$ cat config.mk
export PLATFORM = sky130hd
export DESIGN_NAME = clock_monitor
export DESIGN_NICKNAME = d
export VERILOG_FILES = /design/src/rtl/clock_monitor.sv
export SDC_FILE = /design/constraint.sdc
export NUM_CORES = 1
export LEC_CHECK = 0
export CORE_UTILIZATION = 40
export CTS_BUF_LIST = sky130_fd_sc_hd__clkbuf_8
export DETAILED_ROUTE_END_ITERATION = 8
export GPL_TIMING_DRIVEN = 0
export PLACE_DENSITY = 0.63
export SLEW_MARGIN = 20
export SYNTH_ARGS = -nofsm -noshare
export SYNTH_HDL_FRONTEND = slang
export SYNTH_SLANG_ARGS = --single-unit
$ cat constraint.sdc
create_clock -name clk -period 2.07 [get_ports clk]
set_input_delay 0.414 -clock clk [delete_from_list [all_inputs] [get_ports clk]]
set_output_delay 0.414 -clock clk [all_outputs]
set_load 0.01 [all_outputs]
$ cat src/rtl/clock_monitor.sv
// Measures period, high time and rising-edge count of an asynchronous signal in clk cycles,
// flags a stalled source. Optional min/max period tracking under CLOCK_MONITOR_MINMAX_EN.
module clock_monitor #(
  parameter int CNT_W       = 16,
  parameter int STALL_LIMIT = 1000,
  parameter int SYNC_STAGES = 2
) (
  input  logic             clk,
  input  logic             rst,
  input  logic             sig_in,
`ifdef CLOCK_MONITOR_MINMAX_EN
  input  logic             minmax_clr,
  output logic [CNT_W-1:0] period_min,
  output logic [CNT_W-1:0] period_max,
`endif
  output logic [CNT_W-1:0] period,
  output logic [CNT_W-1:0] high_time,
  output logic             meas_valid,
  output logic             stalled,
  output logic [15:0]      edge_count
);

  typedef enum logic [1:0] {
    ST_IDLE,
    ST_MEASURE,
    ST_STALLED
  } state_t;

  localparam logic [CNT_W-1:0] CNT_MAX  = '1;
  localparam logic [CNT_W-1:0] LIMIT_M1 = CNT_W'(STALL_LIMIT - 1);

  logic [SYNC_STAGES-1:0] r_sync;
  logic                   r_s_d;
  logic [CNT_W-1:0]       r_cnt;
  logic [CNT_W-1:0]       r_hcnt;
  logic [CNT_W-1:0]       r_period;
  logic [CNT_W-1:0]       r_high_time;
  logic                   r_meas_valid;
  logic [15:0]            r_edge_count;
  state_t                 r_state;
  state_t                 w_state_nxt;

  logic w_s;
  logic w_rise;
  logic w_stall_hit;
  logic w_capture;
  logic w_stalled;

  // NOTE: non-blocking assignments so every flop samples the pre-edge value of its neighbours.
  always_ff @(posedge clk) begin
    if (rst) begin
      r_sync <= '0;
      r_s_d  <= 1'b0;
    end else begin
      r_sync <= {r_sync[SYNC_STAGES-2:0], sig_in};
      r_s_d  <= w_s;
    end
  end

  assign w_s    = r_sync[SYNC_STAGES-1];
  assign w_rise = w_s & ~r_s_d;

  // Both counters restart at 1 so the rise cycle itself is part of the new interval.
  always_ff @(posedge clk) begin
    if (rst) begin
      r_cnt  <= '0;
      r_hcnt <= '0;
    end else if (w_rise) begin
      r_cnt  <= CNT_W'(1);
      r_hcnt <= CNT_W'(1);
    end else begin
      if (r_cnt != CNT_MAX) r_cnt <= r_cnt + 1'b1;
      if (w_s && (r_hcnt != CNT_MAX)) r_hcnt <= r_hcnt + 1'b1;
    end
  end

  // A rise in the threshold cycle wins, so the stall condition excludes it.
  assign w_stall_hit = !w_rise && (r_cnt == LIMIT_M1);

  always_ff @(posedge clk) begin
    if (rst) r_state <= ST_IDLE;
    else     r_state <= w_state_nxt;
  end

  // NOTE: default assignment first so no path through the case leaves a latch behind.
  always_comb begin
    w_state_nxt = r_state;
    unique case (r_state)
      ST_IDLE: begin
        if (w_rise)           w_state_nxt = ST_MEASURE;
        else if (w_stall_hit) w_state_nxt = ST_STALLED;
      end
      ST_MEASURE: begin
        if (w_stall_hit) w_state_nxt = ST_STALLED;
      end
      ST_STALLED: begin
        if (w_rise) w_state_nxt = ST_MEASURE;
      end
      default: w_state_nxt = ST_IDLE;
    endcase
  end

  always_comb begin
    w_capture = 1'b0;
    w_stalled = 1'b0;
    unique case (r_state)
      ST_MEASURE: w_capture = w_rise;
      ST_STALLED: w_stalled = 1'b1;
      default: ;
    endcase
  end

  always_ff @(posedge clk) begin
    if (rst) begin
      r_period     <= '0;
      r_high_time  <= '0;
      r_meas_valid <= 1'b0;
      r_edge_count <= '0;
    end else begin
      r_meas_valid <= w_capture;
      if (w_capture) begin
        r_period    <= r_cnt;
        r_high_time <= r_hcnt;
      end
      if (w_rise) r_edge_count <= r_edge_count + 16'd1;
    end
  end

  assign period     = r_period;
  assign high_time  = r_high_time;
  assign meas_valid = r_meas_valid;
  assign stalled    = w_stalled;
  assign edge_count = r_edge_count;

`ifdef CLOCK_MONITOR_MINMAX_EN
  logic [CNT_W-1:0] r_period_min;
  logic [CNT_W-1:0] r_period_max;

  // Extremes update on the same edge as period, so they move together with meas_valid.
  always_ff @(posedge clk) begin
    if (rst || minmax_clr) begin
      r_period_min <= CNT_MAX;
      r_period_max <= '0;
    end else if (w_capture) begin
      if (r_cnt < r_period_min) r_period_min <= r_cnt;
      if (r_cnt > r_period_max) r_period_max <= r_cnt;
    end
  end

  assign period_min = r_period_min;
  assign period_max = r_period_max;
`endif

endmodule

After elaboration in Yosys (flattened, before gate mapping)

Index checks and enable logic that the tools add are counted.

Register bits: 86
Input port bits: 3
Logic and storage cells: 39

Bitwise logic cells: 2
Multiplexer cells: 10
Reductions and logical operators: 7
Add/subtract/negate cells: 3
Eq/ne operators: 6

Operators with widths:

| kind                                                                    | count |
|---|---|
| 16-bit by 1-bit adder with 16-bit output, second input constant         | 3 |
| 16-bit inequality test, second input constant                           | 2 |
| 16-bit by 10-bit equality test with 1-bit output, second input constant | 1 |
| 1-bit two-way mux                                                       | 6 |
| 2-bit two-way mux                                                       | 3 |
| 2-bit case mux with 3 select lines                                      | 1 |
| 2-bit nonzero test                                                      | 2 |
| 2-bit by 1-bit equality test with 1-bit output, second input constant   | 1 |
| 2-bit equality test, second input constant                              | 1 |
| 1-bit logical AND                                                       | 2 |
| 2-bit zero test                                                         | 1 |
| 2-bit inequality test, second input constant                            | 1 |
| 2-bit OR reduction                                                      | 1 |
| 1-bit bitwise AND                                                       | 1 |
| 1-bit zero test                                                         | 1 |
| 1-bit inverter                                                          | 1 |

Depth between registers and ports, before layout

Gate-level depths: netlist of run 1.

Depth in word-level cells: 7
Mapped depth: 8

Least setup slack after synthesis of run 1

OpenSTA, ideal clock, no wires.

Kind: reg-to-reg
Start: register r_hcnt[0]
End: register r_hcnt[0]
Path buffers: 1
Setup time: 115 ps
Slack: 346 ps
Arrival: 1609 ps
Period minus slack after synthesis: 1724 ps
Data required time: 1955 ps
Cell stages (with the launch flop): 7
Cell sequence: dfxtp_1 ha_1 nand4_1 nor4_4 buf_4 a21oi_1 o21ba_2

Longest elaborated chain between the ends: 3
Elaborated cells on any way between the ends: 6
Those cells by class: add/sub: 1; eq/ne: 1; mux: 2; reduce/logical: 2

RTL lines:

| item                                                                               | line | RTL |
|---|---|---|
| start, declared                                                                    | 35   | `logic [CNT_W-1:0] r_hcnt;` |
| start signal, assigned                                                             | 73   | `if (w_s && (r_hcnt != CNT_MAX)) r_hcnt <= r_hcnt + 1'b1;` |
| 16-bit by 1-bit adder with 16-bit output or 16-bit inequality test (tied branches) | 73   |  |
| 1-bit two-way mux or 1-bit logical AND (tied branches)                             | 73   |  |
| 1-bit two-way mux or 2-bit nonzero test (tied branches)                            | n/a  |  |

Parallel ways exist; a longest one is shown, timed or not. The select of a mux whose other input is x is not followed.
A chain may end at the register's enable or synchronous reset.

Worst setup path in the final report of run 1

Same ends and word-level chain as after synthesis.

==> flow_summary.json, run 1 <==
{
  "place_area_um2": 4370,
  "syn_inst": 447,
  "die_area_um2": 9690,
  "async_flop_share": 0,
  "grt_pass1_vias": 3112,
  "finalNonFillerCells": 623,
  "synth_enable_flop_cells": 0,
  "firstDrtPassIters": 8,
  "worstSkewPairLatency_ns": 0.35,
  "core_area_um2": 8850,
  "die_h_um": 98.4,
  "via_per_inst": 5.46,
  "fill_cells": 872,
  "ant_nets": 0,
  "p_seq_frac": 0.545,
  "crit_path_start_kind": "flop",
  "fin_crit_ns": 1.91,
  "p_comb_frac": 0.030,
  "initialDrtViolationCount": 180,
  "max-cap-violations": 0,
  "design_area_um2": 4620,
  "yosysUniqueCellTypes": 49,
  "fp.dieW_um": 98.4,
  "cts_hold_buf": 0,
  "cts_buffers": 9,
  "regArea_um2": 1720,
  "htree_levels": 3,
  "arrival_ns": 2.17,
  "syn2layout_area_growth_pct": 24.1,
  "multi_input_area_um2": 1860,
  "rsz0062_at_grt": "no",
  "leakage_nw": 1.47,
  "path_class": "flop to flop",
  "rows": 34,
  "final_max_slew_viol_count": 0,
  "grt_max_degree": 15,
  "gp_congestion": 0.845,
  "setup_violations": 0,
  "cts_tree": "yes",
  "worstMarginPinSlew_ns": 0.572,
  "portBuffers": 52,
  "irDropWorstVdd_uv": 535,
  "synth-seq-cells": 86,
  "initial_utilization": 0.420,
  "dp.cells": 607,
  "grt_usage": 0.196,
  "swShare": 0.220,
  "slew_headroom": 0.618,
  "syn_nets": 453,
  "syn_area_um2": 3720,
  "finalCritPeriodShare": 0.925,
  "final_common_cell": "dfxtp_1",
  "overflow": 0,
  "grt_first_pass_wirelength_um": 15300,
  "p_sw_w": 0.000676,
  "power.density_nw_per_um2": 667,
  "worstPathRequired_ns": 2.33,
  "status": "finished, final reports clean",
  "clkTransAtPathRegs_ns": 0.09,
  "max_freq_mhz": 522,
  "power_w": 0.00308,
  "hpwl_um": 6450,
  "internal_power_w": 0.00240,
  "ys_seq_area_frac": 0.463,
  "layout_common_cells": "dfxtp_1, nand2_1, a21oi_1",
  "cts_buffer_depth": 2,
  "whs_ns": 0.456,
  "drive_gt1_frac": 0.0816,
  "antenna_cells": 0,
  "hold_violations": 0,
  "fin_skew_ns": 0.00754,
  "avgSynthCellArea_um2": 8.32,
  "hp-class": "flop to flop",
  "antenna_found_initial": 0,
  "wl_per_cell_um": 14.3,
  "worstSetupEndpointType": "flop",
  "fin_nets": 516,
  "clockPowerShare": 0.426,
  "ctsRootBufferMaster": "clkbuf_8",
  "io_pins": 53,
  "yosys_most_used_dff": "dfxtp_1",
  "yosys_warnings": 0,
  "finalWirelength_um": 8940,
  "path_max_fanout": 10,
  "drc": 0,
  "vias": 3399,
  "clock_sinks": 86
}
-- logic make-up after synthesis --
group | after synthesis | share of synthesized area
flip-flops | 86 | 0.463
multiplexers | 2 | 0.00538
AND/OR/NAND/NOR | 208 | 0.294
AO/OA/AOI/OAI | 106 | 0.167
adder cells (fa/ha/maj) | 3 | 0.0101
buffers and inverters | 34 | 0.0410
XOR/XNOR | 8 | 0.0188
-- final cells by class --
class / count / area share
buffer: 25 / 0.0260
clock buffer: 10 / 0.0298
timing repair buffer: 53 / 0.114
clock inverter: 6 / 0.0184
sequential: 86 / 0.373
multi-input combinational: 327 / 0.403
tap: 108 / 0.0293
inverter: 8 / 0.00651
-- worst paths after layout --
path,startpoint,to,slack (ns),depth (start not counted)
hold / removal,period[10]$_SDFFE_PP0P_,period[10]$_SDFFE_PP0P_,0.46,2
hold reg to reg,period[10]$_SDFFE_PP0P_,period[10]$_SDFFE_PP0P_,0.46,2
setup reg to reg,r_hcnt[0]$_SDFFE_PP0P_,r_hcnt[0]$_SDFFE_PP0P_,0.16,6
setup / recovery,r_hcnt[0]$_SDFFE_PP0P_,r_hcnt[0]$_SDFFE_PP0P_,0.16,6
-- power by group through the flow --
| stage | clock network [W] | logic [W] | registers, W |
|---|---|---|---|
| 3_5_place_dp | 0 | 0.0000919 | 0.00172 |
| 6_report | 0.00131 | 0.0000914 | 0.00168 |
| 2_1_floorplan | 0 | 0.0000586 | 0.00171 |
| 3_3_place_gp | 0 | 0.0000914 | 0.00172 |
| 4_1_cts | 0.00134 | 0.0000923 | 0.00168 |
| 5_1_grt | 0.00141 | 0.000102 | 0.00168 |
-- through the flow --
| step | setup slack [ns] | setup TNS [ns] | utilization |
|---|---|---|---|
| finish | 0.155 | 0 | 0.522 |
| global route | 0.0210 | 0 | 0.522 |
| CTS | 0.0574 | 0 | 0.520 |
| detailed placement | -0.181 | -3.25 | 0.494 |
| global placement | -0.196 | -3.10 | 0.494 |
| floorplan | 0.346 | 0 | - |
-- sequential cells by signal, summed over array words and instances (netlist names) --
name / cells
r_state: 2
meas_valid: 1
high_time: 16
r_s_d: 1
period: 16
edge_count: 16
r_hcnt: 16
r_sync: 2
r_cnt: 16
-- worst max-delay path, cell delays in order, from the launching register on --
cell     delay, ns
dfxtp_1       0.40
ha_1          0.28
nand4_1       0.26
nor4_4        0.34
buf_4         0.25
a21oi_1       0.08
o21ba_2       0.20
-- layer usage --
layer	share of wire	wire, µm	track usage
met5	0	0	0
met4	0.013	115	0.0804
met3	0.052	469	0.0539
met2	0.44	3920	0.287
met1	0.50	4430	0.272
-- what timing repair did --
| action | CTS | global route |
|---|---|---|
| gates resized for setup | 0 | 4 |
| buffers inserted | 0 | 1 |
| setup endpoints to repair | 0 | 26 |
-- cell usage after synthesis (7+ instances only) --
library cell  count  share of area
nor3_1           12          0.016
o31ai_1          14          0.028
nor2_1           23          0.023
a21oi_1          62          0.083
clkbuf_1         14          0.014
buf_2             7         0.0094
o21ai_0          13          0.017
or3_1            10          0.017
or4_1            12          0.024
dfxtp_1          86           0.46
inv_1             8         0.0081
nand3_1          11          0.015
nand4_1          17          0.029
nand2_1          85          0.086
Note: power is estimated with default switching activity, not from simulation.
==> run 2, diff against run 1 <==
HOLD_SLACK_MARGIN = 0.03   (was default)
SLEW_MARGIN = 0   (was 20)
clock period = 2 ns   (was 2.07 ns; I/O delays follow)
==> run 2 against run 1 <==
  * First-iteration DRC count did not move
  * Clock power rose by 3%
  * Register-to-register slack got worse by 0.03 ns
  * Count of clock-buffer cells in the layout did not move
  * Largest cell class unchanged
  * Highest routed layer unchanged
==> flow_summary.json, run 2 (synthesized netlist as in run 1, its figures left out) <==
{
  "fp.dieW_um": 98.4,
  "cts_buffers": 9,
  "finalCritPeriodShare": 0.938,
  "final_core_util": 0.523,
  "die_h_um": 98.4,
  "wl_per_cell_um": 14.4,
  "fin_crit_ns": 1.88,
  "worstMarginPinSlew_ns": 0.575,
  "p_sw_w": 0.000698,
  "grt_first_pass_wirelength_um": 15300,
  "setup_tns_ns": 0,
  "hp-class": "flop to flop",
  "antenna_found_initial": 0,
  "htree_levels": 3,
  "clkTransAtPathRegs_ns": 0.09,
  "worstPathRequired_ns": 1.60,
  "slew_headroom": 0.617,
  "rows": 34,
  "die_area_um2": 9690,
  "core_area_um2": 8850,
  "portBuffers": 52,
  "syn2layout_area_growth_pct": 24.5,
  "final_common_cell": "dfxtp_1",
  "path_class": "flop to primary output",
  "hold_violations": 0,
  "clock_sinks": 86,
  "status": "finished, final reports clean",
  "finalWirelength_um": 8990,
  "power.density_nw_per_um2": 688,
  "fin_nets": 517,
  "gp_congestion": 0.845,
  "vias": 3398,
  "setup_violations": 0,
  "slowest_delay_ns": 0.60,
  "worstSetupEndpointType": "primary output",
  "crit_path_start_kind": "flop",
  "antenna_cells": 0,
  "path_cells": "clkdlybuf4s50_1",
  "p_comb_frac": 0.030,
  "leakage_nw": 1.48,
  "initial_utilization": 0.420,
  "dp_slack_ns": -0.237,
  "ant_nets": 0,
  "drive_gt1_frac": 0.0872,
  "cts_tree": "yes",
  "clockPowerShare": 0.425,
  "cp_slowest_cell": "clkdlybuf4s50_1",
  "layout_common_cells": "dfxtp_1, nand2_1, a21oi_1",
  "grt_pass1_vias": 3111,
  "internal_power_w": 0.00248,
  "irDropWorstVdd_uv": 554,
  "grt_usage": 0.196,
  "max_freq_mhz": 533,
  "firstDrtPassIters": 7,
  "cp_top_family": "buffers and inverters",
  "final_max_slew_viol_count": 0,
  "hpwl_um": 6450,
  "ctsRootBufferMaster": "clkbuf_8",
  "drc": 0,
  "path_max_fanout": 6,
  "worstSkewPairLatency_ns": 0.35,
  "io_pins": 53,
  "p_seq_frac": 0.545,
  "via_per_inst": 5.45,
  "worst_slack_ns": 0.125,
  "max-cap-violations": 0,
  "overflow": 0,
  "fin_skew_ns": 0.00783,
  "path_buf_inv": 1,
  "arrival_ns": 1.48,
  "swShare": 0.219,
  "cts_buffer_depth": 2,
  "initialDrtViolationCount": 180,
  "grt_max_degree": 15
}
run 2: cell types whose count changed in the layout (fill, tap and decap cells not counted):
| cell | delta |
|---|---|
| clkbuf_1 | -1 |
| buf_4 | +2 |
| ha_2 | +1 |
| ha_1 | -1 |
run 2: power groups by stage:
stage | Clock (W) | Combinational (W) | Sequential (W)
finish | 0.00135 | 0.0000940 | 0.00174
global route | 0.00146 | 0.000105 | 0.00174
CTS | 0.00139 | 0.0000956 | 0.00174
detailed placement | 0 | 0.0000952 | 0.00178
global placement | 0 | 0.0000946 | 0.00178
floorplan | 0 | 0.0000607 | 0.00177
run 2: routing by layer:
metal	up-vias	share of wire	global-route usage
li1	1740	-	-
met1	1569	0.49	0.272
met2	80	0.45	0.287
met3	9	0.051	0.0539
met4	0	0.013	0.0804
met5	-	0	0
run 2: path summary, 6_finish.rpt:
path,to,cells past startpoint,from,slack (ns)
setup / recovery,edge_count[4],1,edge_count[4]$_SDFFE_PP0N_,0.12
hold / removal,period[9]$_SDFFE_PP0P_,2,period[9]$_SDFFE_PP0P_,0.46
setup reg to reg,r_hcnt[0]$_SDFFE_PP0P_,6,r_hcnt[0]$_SDFFE_PP0P_,0.13
hold reg to reg,period[9]$_SDFFE_PP0P_,2,period[9]$_SDFFE_PP0P_,0.46
run 2: timing repair:
item,in CTS,in global routing
setup buffers,0,3
setup endpoints to repair,1,48
pin swaps,1,2
gates resized for setup,0,5
endpoints found under the hold margin,0,0
hold buffers,0,0
run 2: layout make-up:
| type | count | area [µm²] |
|---|---|---|
| buffer | 24 | 116 |
| clock buffer | 10 | 138 |
| clock inverter | 6 | 85.1 |
| fill | 871 | 4220 |
| inverter | 8 | 30.0 |
| multi-input combinational | 327 | 1860 |
| sequential | 86 | 1720 |
| tap | 108 | 135 |
| timing repair buffer | 55 | 543 |
run 2: through the flow:
step / std cells / area [µm²] / total power, W / hold WS [ns]
after floorplan: 447 / 3720 / 0.00183 / 0.414
after global placement: 607 / 4370 / 0.00187 / 0.421
after detailed placement: 607 / 4370 / 0.00187 / 0.446
after CTS: 623 / 4600 / 0.00322 / 0.457
after global routing: 624 / 4630 / 0.00331 / 0.474
final: 624 / 4630 / 0.00318 / 0.456
==> run 3, diff against run 2 <==
SETUP_SLACK_MARGIN = 0.15   (was default)
==> run 3 against run 2 <==
  * Global-route usage barely moved
  * Cell count increased by 0.80%
  * Critical path type is now flop to flop
  * First-iteration DRC count shrank 1.7%
  * Non-clock buffer count is 5 higher
==> flow_summary.json, run 3 (synthesized netlist as in run 1, its figures left out) <==
{
  "initial_utilization": 0.420,
  "grt_usage": 0.196,
  "max_freq_mhz": 562,
  "fin_nets": 522,
  "rsz0062_at_grt": "yes",
  "fp.dieW_um": 98.4,
  "cts_buffers": 9,
  "drive_gt1_frac": 0.121,
  "whs_ns": 0.456,
  "wl_per_cell_um": 14.6,
  "overflow": 0,
  "htree_levels": 3,
  "irDropWorstVdd_uv": 554,
  "final_common_cell": "nand2_1",
  "worstMarginPinSlew_ns": 0.536,
  "power_w": 0.00319,
  "reg2reg_depth": 6,
  "via_per_inst": 5.51,
  "fill_cells": 860,
  "crit_path_start_kind": "flop",
  "timing.rr.start": "r_hcnt[0]$_SDFFE_PP0P_",
  "fin_skew_ns": 0.00687,
  "drc": 0,
  "finalWirelength_um": 9160,
  "arrival_ns": 2.05,
  "clkTransAtPathRegs_ns": 0.09,
  "grt_pass1_vias": 3124,
  "io_pins": 53,
  "portBuffers": 52,
  "clock_sinks": 86,
  "die_area_um2": 9690,
  "syn2layout_area_growth_pct": 26.7,
  "slew_headroom": 0.643,
  "initialDrtViolationCount": 177,
  "antenna_found_initial": 0,
  "reg2reg_slack_ns": 0.22,
  "worstSetupEndpointType": "flop",
  "fin_crit_ns": 1.78,
  "antenna_cells": 0,
  "worstSkewPairLatency_ns": 0.36,
  "firstDrtPassIters": 7,
  "r2r-end": "r_hcnt[0]$_SDFFE_PP0P_",
  "setup_violations": 0,
  "final_max_slew_viol_count": 0,
  "cts_hold_buf": 0,
  "max-cap-violations": 0,
  "gp_congestion": 0.845,
  "hold_violations": 0,
  "power.density_nw_per_um2": 678,
  "layout_common_cells": "nand2_1, dfxtp_1, a21oi_1",
  "finalCritPeriodShare": 0.890,
  "path_max_fanout": 5,
  "ant_nets": 0,
  "endpoint": "r_hcnt[0]$_SDFFE_PP0P_",
  "regArea_um2": 1730,
  "path_class": "flop to flop",
  "core_area_um2": 8850,
  "design_area_um2": 4710,
  "leakage_nw": 1.54,
  "hpwl_um": 6450,
  "rows": 34,
  "grt_first_pass_wirelength_um": 15300,
  "cts_buffer_depth": 2,
  "startpoint": "r_hcnt[0]$_SDFFE_PP0P_",
  "vias": 3467,
  "cts_tree": "yes",
  "place_area_um2": 4370,
  "multi_input_area_um2": 1890,
  "worstPathRequired_ns": 2.27,
  "die_h_um": 98.4,
  "hp-class": "flop to flop",
  "status": "finished, final reports clean",
  "ctsRootBufferMaster": "clkbuf_8",
  "grt_max_degree": 15
}
[run 3: changes by cell type in the layout (fill, tap and decap cells not counted), moves of 3 or more]
| cell | previous run | this run |
|---|---|---|
| clkbuf_1 | 11 | 8 |
| dfxtp_1 | 86 | 80 |
| buf_4 | 5 | 9 |
| dfxtp_2 | 0 | 6 |
| clkbuf_2 | 2 | 7 |
[run 3: critical path, cell delays in order (launching register included)]
cell and delay, ns:
dfxtp_2 0.39, ha_4 0.17, nand4_1 0.22, nor4_4 0.45, buf_6 0.18, a21oi_1 0.06, o21ba_2 0.20
[run 3: how the worst min path moves through the flow]
stage / cells past startpoint / to / startpoint
2_1_floorplan: 1 / r_sync[1]$_SDFF_PP0_ / r_sync[0]$_SDFF_PP0_
3_3_place_gp: 1 / r_sync[1]$_SDFF_PP0_ / r_sync[0]$_SDFF_PP0_
3_5_place_dp: 2 / period[10]$_SDFFE_PP0P_ / period[10]$_SDFFE_PP0P_
4_1_cts: 2 / period[10]$_SDFFE_PP0P_ / period[10]$_SDFFE_PP0P_
5_1_grt: 1 / r_sync[1]$_SDFF_PP0_ / r_sync[0]$_SDFF_PP0_
6_report: 2 / period[10]$_SDFFE_PP0P_ / period[10]$_SDFFE_PP0P_
[run 3: report_power, final]
| part | internal, W | switching (W) | total, W |
|---|---|---|---|
| combinational | 0.0000320 | 0.0000647 | 0.0000966 |
| sequential | 0.00172 | 0.0000140 | 0.00174 |
| clock | 0.000733 | 0.000629 | 0.00136 |
[run 3: per-stage QoR]
step | setup TNS (ns) | utilization | std cells | setup slack [ns]
after floorplan | 0 | - | 447 | 0.276
after global placement | -6.16 | 0.494 | 607 | -0.252
after detailed placement | -6.55 | 0.494 | 607 | -0.237
after CTS | 0 | 0.522 | 625 | 0.104
after global routing | 0 | 0.532 | 629 | 0.104
final | 0 | 0.532 | 629 | 0.221
[run 3: area by class of cell]
type | count | area share
multi-input cells | 327 | 0.401
clock buffers | 10 | 0.0292
plain buffers | 25 | 0.0282
flip-flops and latches | 86 | 0.367
clock inverters | 6 | 0.0181
inverters | 8 | 0.00637
well taps | 108 | 0.0287
repair buffers | 59 | 0.121
[run 3: metal layers]
layer / vias up / GRT usage / routed length (µm)
li1: 1749 / - / -
met1: 1616 / 0.272 / 4510
met2: 84 / 0.289 / 4010
met3: 18 / 0.0539 / 437
met4: 0 / 0.0804 / 207
met5: - / 0 / 0
[run 3: what timing repair did]
| item | in CTS | in global routing |
|---|---|---|
| resized for setup | 6 | 22 |
| endpoints found under the setup margin | 36 | 61 |
| cloned | 0 | 1 |
| endpoints found under the hold margin | 0 | 0 |
| buffers inserted | 2 | 4 |
| pin swaps | 2 | 3 |
